$ cat config.mk
export PLATFORM = sky130hd
export DESIGN_NAME = step_sequencer
export DESIGN_NICKNAME = d
export VERILOG_FILES = /design/src/rtl/step_sequencer.sv
export SDC_FILE = /design/constraint.sdc
export NUM_CORES = 1
export LEC_CHECK = 0
export BUFFER_PORTS_ARGS = -buffer_cell sky130_fd_sc_hd__buf_2
export CAP_MARGIN = 10
export CORE_UTILIZATION = 54
export DETAILED_ROUTE_END_ITERATION = 8
export MAX_ROUTING_LAYER = met4
export PLACE_DENSITY = 0.86
export SLEW_MARGIN = 30
export SYNTH_ARGS = -nofsm -noshare
export SYNTH_HDL_FRONTEND = slang
export SYNTH_SLANG_ARGS = --single-unit
$ cat constraint.sdc
create_clock -name clk_i -period 2.66 [get_ports clk_i]
set_clock_uncertainty 0.15 [all_clocks]
set_input_delay 0.133 -clock clk_i [delete_from_list [all_inputs] [get_ports clk_i]]
set_output_delay 0.133 -clock clk_i [all_outputs]
set_load 0.01 [all_outputs]
$ cat src/rtl/step_sequencer.sv
`default_nettype none
// ============================================================================
//  Module   : step_sequencer
//  Purpose  : Multi-channel drum-machine step sequencer. Each channel owns an
//             active pattern (what is playing) and a staged pattern (a write
//             taken while playing, committed at the next bar boundary or at
//             stop). A tick pulse advances the step while in PLAY.
//  Revision : 1.0 - initial release
// ----------------------------------------------------------------------------
//  Ports
//     clk_i          system clock, rising edge
//     reset_i        asynchronous active-high reset
//     tick_i         one-cycle step-advance pulse
//     play_i         level: 1 = run, 0 = stop
//     ld_en_i        pattern write strobe
//     ld_ch_i        target channel of the pattern write
//     ld_pattern_i   pattern data, bit k = hit on step k
//     mute_i         per-channel mute, sampled at step entry
//     gate_o         per-channel hit level for the current step
//     trig_o         per-channel one-cycle hit pulse at step entry
//     step_idx_o     current step number
//     bar_strobe_o   pulse on each entry to step 0 while playing
//     running_o      1 while in PLAY
//     pending_o      per-channel staged-write flag
// ============================================================================
module step_sequencer #(
   parameter  int NUM_CH    = 4,
   parameter  int NUM_STEPS = 8,
   localparam int STEP_W    = (NUM_STEPS > 1) ? $clog2(NUM_STEPS) : 1,
   localparam int CH_W      = (NUM_CH > 1) ? $clog2(NUM_CH) : 1
) (
   input  logic                 clk_i,
   input  logic                 reset_i,
   input  logic                 tick_i,
   input  logic                 play_i,
   input  logic                 ld_en_i,
   input  logic [CH_W-1:0]      ld_ch_i,
   input  logic [NUM_STEPS-1:0] ld_pattern_i,
   input  logic [NUM_CH-1:0]    mute_i,
   output logic [NUM_CH-1:0]    gate_o,
   output logic [NUM_CH-1:0]    trig_o,
   output logic [STEP_W-1:0]    step_idx_o,
   output logic                 bar_strobe_o,
   output logic                 running_o,
   output logic [NUM_CH-1:0]    pending_o
);

   typedef enum logic [0:0] {
      S_STOP = 1'b0,
      S_PLAY = 1'b1
   } state_t;

   localparam logic [STEP_W-1:0] LAST_STEP = STEP_W'(NUM_STEPS - 1);

   state_t                               state_q, state_d;
   logic [NUM_CH-1:0][NUM_STEPS-1:0]     active_q, active_d;
   logic [NUM_CH-1:0][NUM_STEPS-1:0]     staged_q, staged_d;
   logic [NUM_CH-1:0]                    pending_q, pending_d;
   logic [NUM_CH-1:0]                    gate_q, gate_d;
   logic [NUM_CH-1:0]                    trig_q, trig_d;
   logic [STEP_W-1:0]                    step_q, step_d;
   logic                                 bar_q, bar_d;

   logic                                 ld_ok;
   logic                                 at_last;
   logic [STEP_W-1:0]                    next_step;

   // Out-of-range channel numbers are dropped entirely (only reachable when
   // NUM_CH is not a power of two).
   assign ld_ok     = ld_en_i && ({1'b0, ld_ch_i} < (CH_W + 1)'(NUM_CH));
   assign at_last   = (step_q == LAST_STEP);
   assign next_step = at_last ? '0 : step_q + STEP_W'(1);

   // -------------------------------------------------------------------------
   // State / pattern registers
   // -------------------------------------------------------------------------
   always_ff @(posedge clk_i or posedge reset_i) begin
      if (reset_i) begin
         state_q   <= S_STOP;
         active_q  <= '0;
         staged_q  <= '0;
         pending_q <= '0;
         gate_q    <= '0;
         trig_q    <= '0;
         step_q    <= '0;
         bar_q     <= 1'b0;
      end else begin
         state_q   <= state_d;
         active_q  <= active_d;
         staged_q  <= staged_d;
         pending_q <= pending_d;
         gate_q    <= gate_d;
         trig_q    <= trig_d;
         step_q    <= step_d;
         bar_q     <= bar_d;
      end
   end

   // -------------------------------------------------------------------------
   // Next-state and output logic
   // -------------------------------------------------------------------------
   always_comb begin
      state_d   = state_q;
      active_d  = active_q;
      staged_d  = staged_q;
      pending_d = pending_q;
      gate_d    = gate_q;
      trig_d    = '0;
      step_d    = step_q;
      bar_d     = 1'b0;

      case (state_q)
         S_STOP: begin
            // Nothing is playing, so writes land directly in the active set.
            if (ld_ok) begin
               active_d[ld_ch_i] = ld_pattern_i;
            end
            step_d = '0;
            if (play_i) begin
               state_d = S_PLAY;
               bar_d   = 1'b1;
               for (int c = 0; c < NUM_CH; c++) begin
                  gate_d[c] = active_d[c][0] & ~mute_i[c];
               end
               trig_d = gate_d;
            end else begin
               gate_d = '0;
            end
         end

         S_PLAY: begin
            if (!play_i) begin
               // A write on the stop edge is staged and then committed along
               // with everything else, so nothing staged is ever lost.
               if (ld_ok) begin
                  staged_d[ld_ch_i]  = ld_pattern_i;
                  pending_d[ld_ch_i] = 1'b1;
               end
               for (int c = 0; c < NUM_CH; c++) begin
                  if (pending_d[c]) begin
                     active_d[c] = staged_d[c];
                  end
               end
               pending_d = '0;
               state_d   = S_STOP;
               step_d    = '0;
               gate_d    = '0;
            end else if (tick_i && at_last) begin
               // Bar boundary: commit staged patterns, then let a coincident
               // write override its channel so step 0 already uses it.
               for (int c = 0; c < NUM_CH; c++) begin
                  if (pending_q[c]) begin
                     active_d[c] = staged_q[c];
                  end
               end
               pending_d = '0;
               if (ld_ok) begin
                  active_d[ld_ch_i] = ld_pattern_i;
               end
               step_d = '0;
               bar_d  = 1'b1;
               for (int c = 0; c < NUM_CH; c++) begin
                  gate_d[c] = active_d[c][0] & ~mute_i[c];
               end
               trig_d = gate_d;
            end else begin
               if (ld_ok) begin
                  staged_d[ld_ch_i]  = ld_pattern_i;
                  pending_d[ld_ch_i] = 1'b1;
               end
               if (tick_i) begin
                  step_d = next_step;
                  for (int c = 0; c < NUM_CH; c++) begin
                     gate_d[c] = active_q[c][next_step] & ~mute_i[c];
                  end
                  trig_d = gate_d;
               end
            end
         end

         default: begin
            state_d = S_STOP;
         end
      endcase
   end

   assign gate_o       = gate_q;
   assign trig_o       = trig_q;
   assign step_idx_o   = step_q;
   assign bar_strobe_o = bar_q;
   assign running_o    = (state_q == S_PLAY);
   assign pending_o    = pending_q;

endmodule
`default_nettype wire

==> results.tsv, run 1 <==
metric	value	unit
outcome	complete, no violations	
netlist_area	0.004033	mm^2
clk_path_buf_depth	2	
p_sw_share	28.98	%
critPathLaunchType	flip-flop	
wl_per_cell	18.54	um
synth_top_area_cell	dfrtp_1	
synth-seq-area-share	50.26	%
synth-edff-count	0	
antenna_found_initial	0	
mostFrequentLayoutCell	dfrtp_1	
critPathBufInv	2	
netSwitchingPower	0.9103	mW
slowest_stage	mux4_2	
syn_area_per_cell	10.75	um^2
die_h	88.42	um
grt_use_total	28.02	%
critPathTopFamily	multiplexers	
path_clk_slew	80	ps
dp_hpwl	6701	um
hold_viol	0	
synth_area_leaders	dfrtp_1, mux2_2, o21ai_0	
fin_crit_sh	93.59	%
postPlaceCellArea	0.004354	mm^2
path_class	flip-flop to flip-flop	
first_global_vias	3061	
worst_slack	170.4	ps
arrival	2590	ps
final_cell_mix	dfrtp_1, nand2_1, nor2_1	
cts.sinks	81	
async_flop_share	100.0	%
grt_first_pass_wirelength	15700	um
wl_met3	723	um
ir_worst_vdd	0.0002814	V
worstReg2RegStart	step_idx_o[1]	
rows	31	
cts_tree	done	
tns	0	ps
required	2760	ps
finalCriticalPeriod	2490	ps
drive_gt1_share	25.70	%
grt_overflow_total	0	
clk_latency	370	ps
drc	0	
n_antenna_cell	0	
dr.pass1.iters	7	
syn_to_final_growth	15.23	%
die_area	0.007817	mm^2
setup_viol	0	
pre_cts_ws	55.00	ps
nets	444	
drv_slew	0	
synth_top_area_share	50.26	%
hold_start	ld_pattern_i[2]	
syn_nets	396	
routabilityCongestion	0.9217	
crit_chain	ha_1 > ha_1 > nor2_4 > buf_12 > buf_12 > mux4_2 > o21ai_1 > nor4b_1 > a211o_1	
ys_ff_latch	81	
fin_area	0.004647	mm^2
h-tree-depth	3	
drt_iter0_drc	382	
intPower	2.231	mW
cap_violations	0	
drtAntennaViolNets	0	
r2r_slack	170	ps
startpoint	step_idx_o[1]	
hold_class	input port to flip-flop	
grt_max_degree	49	
clockPowerShare	28.8	%
fill_cells	551	
fmax	401.7	MHz
yosysWarningCount	0	
combPwrFrac	19.7	%
die_x	88.42	um
core_area	0.007253	mm^2
slowest_delay	500	ps
route.met2.wl	4506	um
start_util	55.60	%
end_kind	flip-flop	
synth_ff_type	dfrtp_1	
finalWirelength	9772	um
cts_buffers	9	
cp_max_fo	8	
io_buffers	35	
rsz0062_at_grt	false	
m1WireLength	4305	um
power_per_cell_area	675.9	mW/mm^2
relSlewSlack	55.05	%
synth_cell_types	42	
via_per_inst	6.275	
cts-root-buf	clkbuf_8	
p_leak	2.140	nW
io_pins	36	
power_frac_seq	51.5	%
tightest_slew	667.2	ps
vias	3307	
syn_inst	375	
dr.max_layer_used	met4	
## power by group through the flow
stage	clock network, mW	registers (mW)	logic, mW
3_5_place_dp	0	1.64	0.595
5_1_grt	0.967	1.65	0.684
2_1_floorplan	0	1.60	0.440
6_report	0.905	1.62	0.618
3_3_place_gp	0	1.62	0.568
4_1_cts	0.914	1.61	0.606
## cell families after synthesis
kind of cell / Yosys count / share of synthesized area [%]
AO/OA/AOI/OAI: 103 / 15.58
adder cells (fa/ha/maj): 2 / 0.6204
buffers and inverters: 18 / 1.830
flip-flops: 81 / 50.26
multiplexers: 62 / 19.02
AND/OR/NAND/NOR: 109 / 12.69
## metrics by stage
step           utilization (%)  hold WS, ps  instances  total power, mW
2_1_floorplan                -        14.43        375            2.037
3_3_place_gp             60.03        55.94        504            2.193
3_5_place_dp             60.03        63.22        504            2.233
4_1_cts                  63.46        1.945        525            3.132
5_1_grt                  64.07        15.26        527            3.296
6_report                 64.07        18.23        527            3.141
## routing by layer
layer  vias up  GRT usage, %
met5         -             -
met2       185         40.70
met3        19         5.504
li1       1476             -
met4         0         11.73
met1      1627         38.57
## what timing repair did
action                                 CTS  global route
buffers inserted                         0             2
resized for setup                        1             1
cloned                                   0             0
setup endpoints to repair                1            38
hold buffers                             5             0
endpoints found under the hold margin   43             0
## state kept, by name (all words and copies together), names as in the netlist
name / count
active_q: 32
bar_strobe_o: 1
gate_o: 4
pending_o: 4
running_o: 1
staged_q: 32
step_idx_o: 3
trig_o: 4
## worst paths after layout
path                                 to  depth (start not counted)
max in group asynchronous  staged_q[13]                          4
min reg2reg                active_q[26]                          2
min                        staged_q[10]                          2
min in group asynchronous  pending_o[2]                          3
max                           gate_o[2]                          9
max reg2reg                   gate_o[2]                          9
## cell usage after synthesis, types with 2 or more instances
master and number:
nand3b_1 3, nand2_1 41, inv_1 4, ha_1 2
a211o_1 4, a2111oi_0 2, buf_2 5, a21oi_1 25
nor3_1 6, a21o_1 3, mux2_1 2, nand3_1 2
or2_1 4, clkbuf_1 8, a21boi_1 2, a22o_1 3
nor2_1 38, dfrtp_1 81, mux2_2 35, or4b_1 2
mux4_2 8, a22oi_1 21, nand2b_1 3, o21ai_0 37
mux2i_1 17
## layout make-up
class                           instances  area, um^2  area share, %
Tap cell                               99       123.9          2.666
Multi-Input combinational cell        276        1939          41.73
Inverter                                4       16.27         0.3500
Clock buffer                           10       137.6          2.962
Timing Repair Buffer                   51       345.3          7.431
Clock inverter                          6       57.56          1.239
Sequential cell                        81        2027          43.62
Note: power is estimated with default switching activity, not from simulation.
==> run 2, diff against run 1 <==
--- a/config.mk
+++ b/config.mk
@@ -7,10 +7,11 @@
 export LEC_CHECK = 0
 export BUFFER_PORTS_ARGS = -buffer_cell sky130_fd_sc_hd__buf_2
 export CAP_MARGIN = 10
+export CORE_MARGIN = 3
 export CORE_UTILIZATION = 54
 export DETAILED_ROUTE_END_ITERATION = 8
 export MAX_ROUTING_LAYER = met4
-export PLACE_DENSITY = 0.86
+export PLACE_DENSITY_LB_ADDON = 0.05
 export SLEW_MARGIN = 30
 export SYNTH_ARGS = -nofsm -noshare
 export SYNTH_HDL_FRONTEND = slang
==> constraint.sdc (replaced) <==
create_clock -name clk_i -period 2.4 [get_ports clk_i]
set_clock_uncertainty 0.15 [all_clocks]
set_input_delay 0.12 -clock clk_i [delete_from_list [all_inputs] [get_ports clk_i]]
set_output_delay 0.12 -clock clk_i [all_outputs]
set_load 0.01 [all_outputs]
==> results.tsv, run 2 (synthesis gave the netlist of run 1 again) <==
metric	value	unit	change
first_global_vias	3185		+4.1%
io_buffers	35		unchanged
cts.sinks	81		unchanged
cts_buffers	9		unchanged
p_leak	2.182	nW	+1.9%
power_per_cell_area	736.6	mW/mm^2	+9.0%
antenna_found_initial	0		unchanged
grt_use_total	26.45	%	-1.6 points
grt_overflow_total	0		unchanged
fmax	406.3	MHz	+1.2%
tightest_slew	636.4	ps	-30.77 ps
finalWirelength	10350	um	+5.9%
ir_worst_vdd	0.0005810	V	+110%
drt_iter0_drc	345		-9.7%
grt_first_pass_wirelength	16730	um	+6.5%
multi_input_area	0.001972	mm^2	+1.7%
tns	-133.0	ps	-133.0 ps
path_class	flip-flop to flip-flop		
final_cell_count_no_fill	536		+1.7%
fin_crit_sh	102.5	%	+9.0 points
die_x	92.42	um	+4.5%
routabilityCongestion	0.9191		-0.28%
path_clk_slew	90	ps	about the same
clk_path_buf_depth	2		unchanged
drtAntennaViolNets	0		unchanged
grt_max_degree	48		-2.0%
top_regs	active_q (32), staged_q (32)		
worst_slack	-61.12	ps	-231.5 ps
setup_viol	3		+3
outcome	complete, but fails checks		
hold_viol	0		unchanged
arrival	2570	ps	-20 ps
critPathLaunchType	flip-flop		
cp_max_fo	5		-3
core_area	0.007019	mm^2	-3.2%
die_area	0.008541	mm^2	+9.3%
p_total	3.516	mW	+12%
dp_hpwl	7093	um	+5.8%
drv_slew	0		unchanged
mostFrequentLayoutCell	dfrtp_1		
cap_violations	0		unchanged
rsz0062_at_grt	true		
rows	30		-3.2%
end_kind	flip-flop		
violations	setup timing		
dr.pass1.iters	5		-2
syn_to_final_growth	18.37	%	
final_core_util	68.00	%	+3.9 points
relSlewSlack	57.12	%	+2.1 points
whs	1.043	ps	-17.19 ps
required	2510	ps	-250 ps
h-tree-depth	3		unchanged
nets	456		+2.7%
ff_latch_area	0.002027	mm^2	unchanged
fill_cells	580		+5.3%
dp.cells	511		+1.4%
vias	3251		-1.7%
start_util	57.45	%	+1.9 points
final_cell_mix	dfrtp_1, nand2_1, nor2_1		
via_per_inst	6.065		-3.3%
drive_gt1_share	29.32	%	+3.6 points
cts-root-buf	clkbuf_8		
n_antenna_cell	0		unchanged
drc	0		unchanged
finalCriticalPeriod	2461	ps	-28.47 ps
cts_tree	done		
hold_class	input port to flip-flop		
die_h	92.42	um	+4.5%
wl_per_cell	19.30	um	+4.1%
clk_latency	370	ps	about the same
io_pins	36		unchanged
==> run 2: worst max-delay path, cell delays in order, from the launching register on <==
cell and delay, ps:
dfrtp_1 390, ha_2 200, ha_4 180, nor2_4 230, buf_12 160, mux4_2 500
mux2i_1 180, a21boi_1 110, a211o_1 230
==> run 2: per-stage QoR <==
stage                     setup WS (ps)  area (um^2)
after floorplan                  -37.84         4034
after global placement           -97.06         4451
after detailed placement         -161.8         4451
after CTS                        -49.31         4750
after global routing             -139.2         4773
final                            -61.12         4773
==> run 2: worst paths after layout <==
path	cells after the start	from	slack (ps)	to
worst max-delay path	8	step_idx_o[1]	-60	gate_o[1]
worst min-delay path	3	mute_i[1]	1	trig_o[1]
worst max register to register	8	step_idx_o[1]	-60	gate_o[1]
worst min register to register	2	active_q[7]	330	active_q[7]
max in group asynchronous	4	reset_i	1250	active_q[19]
min in group asynchronous	3	reset_i	200	active_q[2]
==> run 2: where the power goes <==
group | switching (mW) | internal (mW) | leakage [nW] | total [mW]
Clock | 0.539 | 0.487 | 0.0921 | 1.03
Sequential | 0.164 | 1.63 | 1.01 | 1.79
Combinational | 0.346 | 0.351 | 1.08 | 0.697
==> run 2: timing repair <==
| action | CTS | global route |
|---|---|---|
| resized for setup | 6 | 3 |
| setup endpoints to repair | 40 | 16 |
| hold buffers | 5 | 0 |
| setup buffers | 3 | 1 |
| endpoints found under the hold margin | 41 | 0 |
| pin swaps | 2 | 4 |
==> run 2: per-layer routing <==
metal / GRT usage (%) / wire, um / vias up
met1: 37.00 / 4740 / 1598
li1: - / - / 1502
met3: 7.067 / 614 / 18
met2: 38.31 / 4822 / 133
met5: - / 0 / -
met4: 7.426 / 170 / 0
==> run 2: layout make-up <==
class	instances	share of cell area (%)
Multi-Input combinational cell	276	41.31
Timing Repair Buffer	63	9.122
Inverter	4	0.3408
Tap cell	96	2.516
Clock buffer	9	2.595
Sequential cell	81	42.46
Clock inverter	7	1.651
==> run 3, diff against run 2 <==
--- a/config.mk
+++ b/config.mk
@@ -10,8 +10,9 @@
 export CORE_MARGIN = 3
 export CORE_UTILIZATION = 54
 export DETAILED_ROUTE_END_ITERATION = 8
+export GPL_TIMING_DRIVEN = 0
 export MAX_ROUTING_LAYER = met4
-export PLACE_DENSITY_LB_ADDON = 0.05
+export PLACE_DENSITY = 0.73
 export SLEW_MARGIN = 30
 export SYNTH_ARGS = -nofsm -noshare
 export SYNTH_HDL_FRONTEND = slang
==> results.tsv, run 3 (synthesis gave the netlist of run 1 again) <==
metric	value	unit	change
outcome	complete, no violations		
worstReg2RegStart	step_idx_o[1]		
antenna_found_initial	0		unchanged
startpoint	step_idx_o[1]		
dp_hpwl	6751	um	-4.8%
io_pins	36		unchanged
cts_buffers	9		unchanged
finalWirelength	9867	um	-4.6%
power_per_cell_area	743.7	mW/mm^2	+0.96%
pre_cts_ws	-291.3	ps	-129.5 ps
p_leak	2.125	nW	-2.6%
hold_start	ld_pattern_i[7]		
tightest_slew	865.6	ps	+229.2 ps
first_global_vias	3086		-3.1%
die_x	92.42	um	unchanged
start_util	57.45	%	unchanged
path_clk_slew	80	ps	about the same
fin_crit_sh	98.44	%	-4.1 points
die_h	92.42	um	unchanged
io_buffers	34		-2.9%
tns	0	ps	+133.0 ps
vias	3227		-0.74%
hold_viol	0		unchanged
core_area	0.007019	mm^2	unchanged
drt_iter0_drc	322		-6.7%
drc	0		unchanged
drive_gt1_share	27.02	%	-2.3 points
cap_violations	0		unchanged
cts.sinks	81		unchanged
end_kind	flip-flop		
n_antenna_cell	0		unchanged
path_class	flip-flop to flip-flop		
grt_first_pass_wirelength	16120	um	-3.6%
cts_tree	done		
mostFrequentLayoutCell	dfrtp_1		
h-tree-depth	3		unchanged
drtAntennaViolNets	0		unchanged
via_per_inst	6.100		+0.58%
multi_input_area	0.001981	mm^2	+0.44%
top_regs	active_q (32), staged_q (32)		
dr.pass1.iters	5		unchanged
arrival	2410	ps	-160 ps
hold_class	input port to flip-flop		
clk_latency	350	ps	-20 ps
nets	450		-1.3%
fill_cells	588		+1.4%
ff_latch_area	0.002027	mm^2	unchanged
cp_max_fo	10		+5
relSlewSlack	42.08	%	-15 points
hold_path_depth	2		-1
finalCriticalPeriod	2363	ps	-98.51 ps
clk_path_buf_depth	2		unchanged
grt_max_degree	46		-4.2%
setup_viol	0		-3
grt_use_total	25.33	%	-1.1 points
required	2450	ps	-60 ps
critPathLaunchType	flip-flop		
postPlaceCellArea	0.004349	mm^2	-2.3%
worst_slack	37.39	ps	+98.51 ps
rows	30		unchanged
wl_per_cell	18.65	um	-3.4%
rsz0062_at_grt	true		
whs	6.733	ps	+5.691 ps
syn_to_final_growth	16.38	%	
ir_worst_vdd	0.0003823	V	-34%
final_cell_mix	dfrtp_1, buf_2, nand2_1		
drv_slew	0		unchanged
rr_worst_depth	6		-2
grt_overflow_total	0		unchanged
fin_area	0.004693	mm^2	-1.7%
die_area	0.008541	mm^2	unchanged
routabilityCongestion	0.9510		+3.5%
fmax	423.3	MHz	+4.2%
cts-root-buf	clkbuf_8		
==> run 3: changes by cell type in the layout (fill, tap and decap cells not counted), sizes merged <==
| cell | change |
|---|---|
| buf | -12 |
| clkbuf | +11 |
| clkinvlp | -3 |
| dlygate4sd3 | -2 |
| clkinv | -1 |
==> run 3: layout make-up <==
class	instances	share of cell area, %
plain buffers	14	1.706
clock buffers	12	3.306
clock inverters	3	0.8531
inverters	4	0.4266
multi-input cells	276	42.20
flip-flops and latches	81	43.19
well taps	96	2.559
repair buffers	43	5.758
==> run 3: stage by stage <==
| stage | power, mW | instances | utilization (%) |
|---|---|---|---|
| after floorplan | 2.258 | 375 | - |
| final | 3.490 | 529 | 66.86 |
| after detailed placement | 2.473 | 506 | 61.96 |
| after global routing | 3.665 | 529 | 66.86 |
| after CTS | 3.493 | 527 | 66.45 |
| after global placement | 2.432 | 505 | 61.60 |
==> run 3: routing by layer <==
metal	wire (um)	track usage [%]	vias to the layer above
met3	847	5.037	18
met5	0	-	-
li1	-	-	1482
met1	4580	37.58	1575
met4	208	8.416	0
met2	4230	34.98	152
==> run 3: worst paths after layout <==
path	slack, ps	to
max in group asynchronous	1410	staged_q[6]
min	7	staged_q[15]
max reg2reg	40	active_q[7]
max	40	active_q[7]
min reg2reg	330	active_q[12]
min in group asynchronous	140	trig_o[3]
==> run 3: report_power, final <==
group	switching (mW)	internal [mW]	total, mW	leakage [nW]
clock	0.481	0.529	1.01	0.102
sequential	0.157	1.63	1.79	1.01
combinational	0.350	0.344	0.694	1.01
==> run 3: what timing repair did <==
| item | 4_1_cts | 5_1_grt |
|---|---|---|
| pin swaps | 1 | 5 |
| endpoints found under the hold margin | 85 | 0 |
| gates resized for setup | 11 | 5 |
| buffers inserted | 3 | 2 |
| endpoints found under the setup margin | 54 | 35 |
| hold buffers | 3 | 0 |
==> run 3: worst max-delay path: stages (launching register included) <==
cell and delay, ps:
dfrtp_1 400, ha_2 200, ha_4 180, nand2_1 230, nand3_1 380, o21ai_0 440
o21ai_0 220
